[src/rtl/cdc_fifo_src_arb.sv]
// Round-robin, burst-locking arbiter that multiplexes NUM_REQ source-domain
// requesters onto a single cdc_fifo source port, tagging beats with id/last.
module cdc_fifo_src_arb #(
  parameter int NUM_REQ    = 4,
  parameter int DATA_WIDTH = 32,
  parameter int MAX_BURST  = 16,
  parameter int ID_WIDTH   = (NUM_REQ > 1) ? $clog2(NUM_REQ) : 1
) (
  input  logic                             clk_i,
  input  logic                             rst_n_i,
  input  logic [NUM_REQ-1:0]               req_valid_i,
  output logic [NUM_REQ-1:0]               req_ready_o,
  input  logic [NUM_REQ*DATA_WIDTH-1:0]    req_data_i,
  input  logic [NUM_REQ-1:0]               req_last_i,
  output logic                             fifo_valid_o,
  input  logic                             fifo_ready_i,
  output logic [DATA_WIDTH-1:0]            fifo_data_o,
  output logic [ID_WIDTH-1:0]              fifo_id_o,
  output logic                             fifo_last_o,
  output logic [NUM_REQ-1:0]               grant_o,
  output logic                             busy_o
);

  localparam int CW = $clog2(MAX_BURST) + 1;

  typedef enum logic {IDLE, LOCK} state_e;

  state_e              state_q, state_d;
  logic [ID_WIDTH-1:0] rr_ptr_q, rr_ptr_d;
  logic [ID_WIDTH-1:0] lock_id_q, lock_id_d;
  logic [CW-1:0]       beat_cnt_q, beat_cnt_d;

  logic [ID_WIDTH-1:0] sel, sel_next;
  logic                found, has_sel, sel_valid, sel_last, cap, hs;

  // Selection: locked id in LOCK, otherwise first valid scanning from rr_ptr.
  always_comb begin
    int unsigned idx;
    found = 1'b0;
    sel   = lock_id_q;
    idx   = 0;
    if (state_q == IDLE) begin
      sel = '0;
      for (int unsigned i = 0; i < NUM_REQ; i++) begin
        idx = 32'(rr_ptr_q) + i;
        if (idx >= NUM_REQ) idx = idx - NUM_REQ;
        for (int unsigned j = 0; j < NUM_REQ; j++) begin
          if (!found && idx == j && req_valid_i[j]) begin
            found = 1'b1;
            sel   = ID_WIDTH'(j);
          end
        end
      end
    end
  end

  always_comb begin
    has_sel     = (state_q == LOCK) || found;
    sel_valid   = 1'b0;
    sel_last    = 1'b0;
    fifo_data_o = '0;
    grant_o     = '0;
    req_ready_o = '0;
    for (int unsigned j = 0; j < NUM_REQ; j++) begin
      if (has_sel && sel == ID_WIDTH'(j)) begin
        sel_valid      = req_valid_i[j];
        sel_last       = req_last_i[j];
        fifo_data_o    = req_data_i[j*DATA_WIDTH +: DATA_WIDTH];
        grant_o[j]     = 1'b1;
        req_ready_o[j] = fifo_ready_i;
      end
    end
    cap          = (beat_cnt_q == CW'(MAX_BURST - 1));
    fifo_valid_o = sel_valid;
    fifo_id_o    = sel;
    fifo_last_o  = has_sel && (sel_last || cap);
    busy_o       = (state_q == LOCK);
    hs           = sel_valid && fifo_ready_i;
    sel_next     = (sel == ID_WIDTH'(NUM_REQ - 1)) ? '0 : sel + ID_WIDTH'(1);
  end

  // A stalled first beat still locks, so fifo_* cannot switch under backpressure.
  always_comb begin
    state_d    = state_q;
    rr_ptr_d   = rr_ptr_q;
    lock_id_d  = lock_id_q;
    beat_cnt_d = beat_cnt_q;
    case (state_q)
      IDLE: begin
        if (found) begin
          if (hs && fifo_last_o) begin
            rr_ptr_d   = sel_next;
            beat_cnt_d = '0;
          end else begin
            state_d   = LOCK;
            lock_id_d = sel;
            if (hs) beat_cnt_d = CW'(1);
          end
        end
      end
      LOCK: begin
        if (hs && fifo_last_o) begin
          state_d    = IDLE;
          rr_ptr_d   = sel_next;
          beat_cnt_d = '0;
        end else if (hs) begin
          beat_cnt_d = beat_cnt_q + CW'(1);
        end
      end
      default: state_d = IDLE;
    endcase
  end

  always_ff @(posedge clk_i or negedge rst_n_i) begin
    if (!rst_n_i) begin
      state_q    <= IDLE;
      rr_ptr_q   <= '0;
      lock_id_q  <= '0;
      beat_cnt_q <= '0;
    end else begin
      state_q    <= state_d;
      rr_ptr_q   <= rr_ptr_d;
      lock_id_q  <= lock_id_d;
      beat_cnt_q <= beat_cnt_d;
    end
  end

endmodule
[config.mk]
export PLATFORM = sky130hd
export DESIGN_NAME = cdc_fifo_src_arb
export DESIGN_NICKNAME = d
export VERILOG_FILES = /design/src/rtl/cdc_fifo_src_arb.sv
export SDC_FILE = /design/constraint.sdc
export NUM_CORES = 1
export LEC_CHECK = 0
export ABC_CLOCK_PERIOD_IN_PS = 3900
export CELL_PAD_IN_SITES_DETAIL_PLACEMENT = 1
export CELL_PAD_IN_SITES_GLOBAL_PLACEMENT = 1
export CORE_MARGIN = 4
export CORE_UTILIZATION = 19
export CTS_CLUSTER_SIZE = 40
export DETAILED_ROUTE_END_ITERATION = 6
export GPL_TIMING_DRIVEN = 1
export HOLD_SLACK_MARGIN = 0.12
export PLACE_DENSITY_LB_ADDON = 0.1
export SLEW_MARGIN = 20
export SYNTH_ARGS = -nofsm -noshare
export SYNTH_HDL_FRONTEND = slang
export SYNTH_SLANG_ARGS = --single-unit
[constraint.sdc]
create_clock -name clk_i -period 3.9 [get_ports clk_i]
set_input_delay 0.78 -clock clk_i [delete_from_list [all_inputs] [get_ports clk_i]]
set_output_delay 0.78 -clock clk_i [all_outputs]
set_load 0.03 [all_outputs]
# Word-level counts from Yosys, hierarchy flattened
# Cells that the tools add are included.
[totals] ff_bits=10 latch_bits=0 mem_bits_rw=0 mem_bits_ro=0 inputBits=139 out_inout_bits=45 n_memories=0
[op_classes] addsub=9 multipliers=0 n_div=0 order_cmp=4 n_eq_ne=19 shifts=0 mux=89 n_bitwise=2 reduce_logical=62
[op_table] operator="two-way mux 32 bit" count=12
[op_table] operator="equality test 32 x 2 -> 1 bit (second input constant)" count=8
[op_table] operator="equality test 32 x 1 -> 1 bit (second input constant)" count=4
[op_table] operator="logical NOT 32 bit" count=4
[op_table] operator="two-way mux 1 bit" count=51
[op_table] operator="logical AND 1 bit" count=38
[op_table] operator="two-way mux 2 bit" count=18
[op_table] operator="two-way mux 5 bit" count=5
[op_table] operator="logical NOT 1 bit" count=15
[op_table] operator="subtractor 3 x 3 -> 4 bit (second input constant)" count=3
[op_table] operator="one-hot mux 5 bit (2 select lines)" count=1
[op_table] operator=">= comparator 3 bit (second input constant)" count=3
[op_table] operator="adder 2 x 2 -> 3 bit (second input constant)" count=2
[op_table] operator="AND reduction 3 bit" count=2
[op_table] operator="adder 5 x 1 -> 5 bit (second input constant)" count=1
[op_table] operator="equality test 5 x 4 -> 1 bit (second input constant)" count=1
[op_table] operator="equality test 2 bit (second input constant)" count=2
[op_table] operator="one-hot mux 2 bit (2 select lines)" count=1
[op_table] operator="subtractor 2 x 3 -> 4 bit (second input constant)" count=1
[op_table] operator="adder 2 x 1 -> 3 bit (second input constant)" count=1
[op_table] operator=">= comparator 2 x 3 -> 1 bit (second input constant)" count=1
[op_table] operator="!= test 3 x 1 -> 1 bit (second input constant)" count=1
[op_table] operator="!= test 3 x 2 -> 1 bit (second input constant)" count=1
[op_table] operator="adder 2 x 1 -> 2 bit (second input constant)" count=1
[op_table] operator="6 further kinds" count=8

# Longest topological paths before layout
[logic_depth] depth_word=94 depth_mapped=13 mapped_depth_nobuf=11

# Worst setup path after synthesis
# No wires, ideal clock.
[synth_path] path_type="flip-flop to output port" from="register state_q, in the netlist busy_o" to="output fifo_valid_o" arrival_ns=3.351 path_slack_ns=-0.231 path_stages_with_launch=12 path_cell_list="dfrtp_1 > clkbuf_2 > inv_1 > o2111ai_1 > nand3_1 > inv_1 > ha_1 > nor2b_1 > clkbuf_1 > buf_2 > a21oi_1 > o21ai_0"
[synth_between] elab_chain_cells=7
[synth_rtl] item="from (decl)" line_no="28" text="state_e state_q, state_d;"
[synth_rtl] item="from (signal assigned)" line_no="121" text="state_q <= state_d;"
[synth_rtl] item="two-way mux 2 bit *" line_no="42" text="if (state_q == IDLE) begin"
[synth_rtl] item="via fifo_id_o[0]" line_no="18" text="output logic [ID_WIDTH-1:0] fifo_id_o,"
[synth_rtl] item="logical NOT 2 bit" line_no="65" text="if (has_sel && sel == ID_WIDTH'(j)) begin"
[synth_rtl] item="logical AND 1 bit" line_no="65"
[synth_rtl] item="two-way mux 1 bit (3 in series)" line_no="65"
[synth_rtl] item="two-way mux 1 bit *" line_no="65"
[synth_rtl] item="to (decl)" line_no="15" text="output logic fifo_valid_o,"
# The timed path passes the listed nets; every way through them passes the cells marked *.

# Final worst setup path
[layout_path] from="input req_valid_i[1]" to="output fifo_data_o[19]"
[layout_between] elab_chain_cells=79
[layout_rtl] item="from (decl)" line_no="11" text="input logic [NUM_REQ-1:0] req_valid_i,"
[layout_rtl] item="logical AND 1 bit" line_no="48" text="if (!found && idx == j && req_valid_i[j]) begin"
[layout_rtl] item="two-way mux 1 bit" line_no="48"
[layout_rtl] item="two-way mux 1 bit" line_no="42"
[layout_rtl] item="logical NOT 1 bit" line_no="48"
[layout_rtl] item="logical AND 1 bit (2 in series)" line_no="48"
[layout_rtl] item="two-way mux 1 bit" line_no="48"
[layout_rtl] item="two-way mux 1 bit" line_no="42"
[layout_rtl] item="logical NOT 1 bit" line_no="48"
[layout_rtl] item="[... 59 more ...]"
[layout_rtl] item="logical NOT 1 bit" line_no="48"
[layout_rtl] item="logical AND 1 bit (2 in series)" line_no="48"
[layout_rtl] item="two-way mux 2 bit or two-way mux 1 bit (tied branches)" line_no="48"
[layout_rtl] item="two-way mux 2 bit or two-way mux 1 bit (tied branches)" line_no="42"
[layout_rtl] item="logical NOT 2 bit or logical OR 1 bit (tied branches)" line_no="65, 58"
[layout_rtl] item="logical AND 1 bit" line_no="65"
[layout_rtl] item="two-way mux 32 bit (3 in series)" line_no="65"
[layout_rtl] item="two-way mux 32 bit *" line_no="65"
[layout_rtl] item="to (decl)" line_no="17" text="output logic [DATA_WIDTH-1:0] fifo_data_o,"
# Every way passes the cells marked *; elsewhere a longest branch is shown, timed or not. The select of a mux whose other input is x is not followed.

==> impl_metrics.env <==
export IMPL_outcome="complete, no violations"
export IMPL_core_mm2=0.00977
export IMPL_grt_overflow=0
export IMPL_grt_use_total_pct=19.7
export IMPL_placed_area_mm2=0.00407
export IMPL_initial_core_util_pct=19.5
export IMPL_highest_layer="met4"
export IMPL_synthDistinctLibCells=39
export IMPL_fin_cells=618
export IMPL_wl_met3_um=899
export IMPL_diodes=0
export IMPL_max_cap_viol_count=0
export IMPL_drt_vias_per_instance=4.92
export IMPL_final_area_mm2=0.00462
export IMPL_syn_inst=284
export IMPL_hold_ws_ns=0.483
export IMPL_ys_top_cells_by_area="a221oi_1 15%, dfrtp_1 13%, nor2b_1 13%"
export IMPL_yosys_warnings=0
export IMPL_die_w_um=108
export IMPL_clockBufferDepth=2
export IMPL_synthFlopType="dfrtp_1"
export IMPL_dieArea_mm2=0.0117
export IMPL_final_setup_tns_ns=0
export IMPL_avgRoutedWirePerCell_um=19.5
export IMPL_worst_clock_skew_ns=0.00263
export IMPL_critPathMaxFanout=15
export IMPL_worstHoldPathType="flip-flop to flip-flop"
export IMPL_timing_fmax_ghz=0.265
export IMPL_wl_met1_um=5020
export IMPL_ctsHtreeMaxLevel=1
export IMPL_drtIter0Drc=118
export IMPL_placementRows=36
export IMPL_period_share_pct=96.7
export IMPL_die_h_um=108
export IMPL_drive_above_1_share_pct=31.3
export IMPL_rsz0062_at_grt="true"
export IMPL_tightestPinTransition_ns=0.463
export IMPL_crit_required_ns=3.12
export IMPL_hpwl_um=8980
export IMPL_layout_nets=632
export IMPL_synth_ff_latch_count=10
export IMPL_p_leak_nw=1.91
export IMPL_period_minus_slack_ns=3.77
export IMPL_place_inst=605
export IMPL_finalHoldViolCount=0
export IMPL_yosysTopAreaCellShare_pct=14.7
export IMPL_routed_via_count=3043
export IMPL_drv_slew=0
export IMPL_area_delta_synth_final_pct=143
export IMPL_cts_sinks=10
export IMPL_gp_congestion=0.772
export IMPL_clkTransAtPathRegs_ns=0.04
export IMPL_first_global_vias=3255
export IMPL_tritoncts="yes"
export IMPL_met2_length_um=5980
export IMPL_syn_nets=429
export IMPL_grt_max_degree=25
export IMPL_yosys_area_top_type="a221oi_1"
export IMPL_cts_made_buffers=3
export IMPL_avgSynthCellArea_um2=6.70
export IMPL_seq_area_frac_synth_pct=13.2
export IMPL_cts_root_buf="clkbuf_8"
export IMPL_ioPinCount=184
export IMPL_relSlewSlack_pct=69.1
export IMPL_ir_drop_mv=0.519
export IMPL_io_buffers=183
export IMPL_synth_edff_count=0
export IMPL_power_density_mw_per_mm2=1110
export IMPL_path_class="input port to output port"
export IMPL_grt_pass1_wl_um=18400
export IMPL_setup_viol=0
export IMPL_arrival_ns=2.99
export IMPL_drc=0
export IMPL_wirelength_um=12100
export IMPL_p_total_mw=5.11
export IMPL_startpoint_type="input port"
export IMPL_netlist_area_mm2=0.00190
export IMPL_async_reset_ff_share_pct=100
export IMPL_end_kind="output port"
export IMPL_antenna_found_initial=0
export IMPL_clock_latency_ns=0.23
export IMPL_fillers=1145
export IMPL_dr_pass1_iters=4
export IMPL_antenna_left=0
-- critical path, stage by stage --
cell	delay, ns
dlygate4sd2_1	0.26
o21ai_2	0.16
o2111ai_4	0.17
nand3_2	0.12
inv_2	0.05
buf_4	0.12
ha_2	0.18
nor2b_4	0.14
buf_4	0.14
buf_16	0.16
a221oi_4	0.22
nor3_1	0.09
a21oi_1	0.17
nor2_2	0.04
buf_4	0.17
-- path summary, 6_finish.rpt --
kind | end | startpoint | slack (ns) | depth (start not counted)
max reg2reg | lock_id_q[0]$_DFFE_PN0P_ | rr_ptr_q[0]$_DFFE_PN0P_ | 0.94 | 14
max in group asynchronous | lock_id_q[1]$_DFFE_PN0P_ | rst_n_i | 2.72 | 1
max | fifo_data_o[19] | req_valid_i[1] | 0.13 | 15
min in group asynchronous | beat_cnt_q[1]$_DFFE_PN0P_ | rst_n_i | 0.87 | 1
min reg2reg | beat_cnt_q[4]$_DFFE_PN0P_ | beat_cnt_q[4]$_DFFE_PN0P_ | 0.48 | 2
min | beat_cnt_q[4]$_DFFE_PN0P_ | beat_cnt_q[4]$_DFFE_PN0P_ | 0.48 | 2
-- cell usage in the layout, fill, tap and decap left out, drive strengths merged, types with 6 or more instances in the layout --
| cell | count |
|---|---|
| clkdlybuf4s50 | 137 |
| nand2 | 10 |
| dfrtp | 10 |
| nor2 | 37 |
| nor3 | 32 |
| nor2b | 40 |
| o21ai | 6 |
| a221oi | 32 |
| inv | 6 |
| ha | 6 |
| buf | 79 |
| a21oi | 40 |
-- synthesized netlist by cell type (all sizes together) (2+ instances only) --
cell type   n
a21oi      40
a221oi     32
and2        4
and3        5
buf         4
clkbuf     23
dfrtp      10
ha          6
inv         6
mux2        4
nand2      10
nand3       5
nor2       37
nor2b      40
nor3       32
nor4        2
o211ai      2
o21ai       6
o31ai       2
-- metrics by stage --
step	util, %	setup slack, ns
after floorplan	-	0.0671
after global placement	41.6	-0.126
after detailed placement	41.6	-0.189
after CTS	45.1	-0.00190
after global routing	47.3	-0.0277
final	47.3	0.127
-- layer usage --
layer  vias up  GRT usage, %
met3        11          4.42
met1      1471          24.0
met4         0          3.43
met5         -             0
li1       1466             -
met2        95          35.8
-- cell families after synthesis --
kind of cell	after synthesis	synth area share, %
flops	10	13.2
mux	4	2.37
compound gates	92	34.4
buf+inv	33	7.04
simple gates	139	39.1
fa+ha+maj	6	3.95
-- flip-flops by register name, summed over array words and instances (netlist names) --
name and cells:
beat_cnt_q 5, lock_id_q 2, rr_ptr_q 2, busy_o 1
-- repair_timing --
action,4_1_cts,5_1_grt
gates cloned,5,0
endpoints found under the setup margin,30,31
hold buffers,0,0
buffers inserted,3,2
gates resized for setup,31,40
pin swaps,6,7
-- layout make-up --
| class | instances | area, um^2 | area share [%] |
|---|---|---|---|
| repair buffers | 225 | 2290 | 49.5 |
| inverters | 6 | 22.5 | 0.487 |
| multi-input cells | 241 | 1850 | 40.1 |
| clock buffers | 3 | 41.3 | 0.893 |
| well taps | 133 | 166 | 3.60 |
| flip-flops and latches | 10 | 250 | 5.41 |
-- report_power, final --
part / internal, mW / switching (mW) / total [mW]
Clock: 0.0673 / 0.0374 / 0.105
Combinational: 2.22 / 2.61 / 4.83
Sequential: 0.144 / 0.0341 / 0.178
No activity file was read; power rests on OpenSTA's default activity.
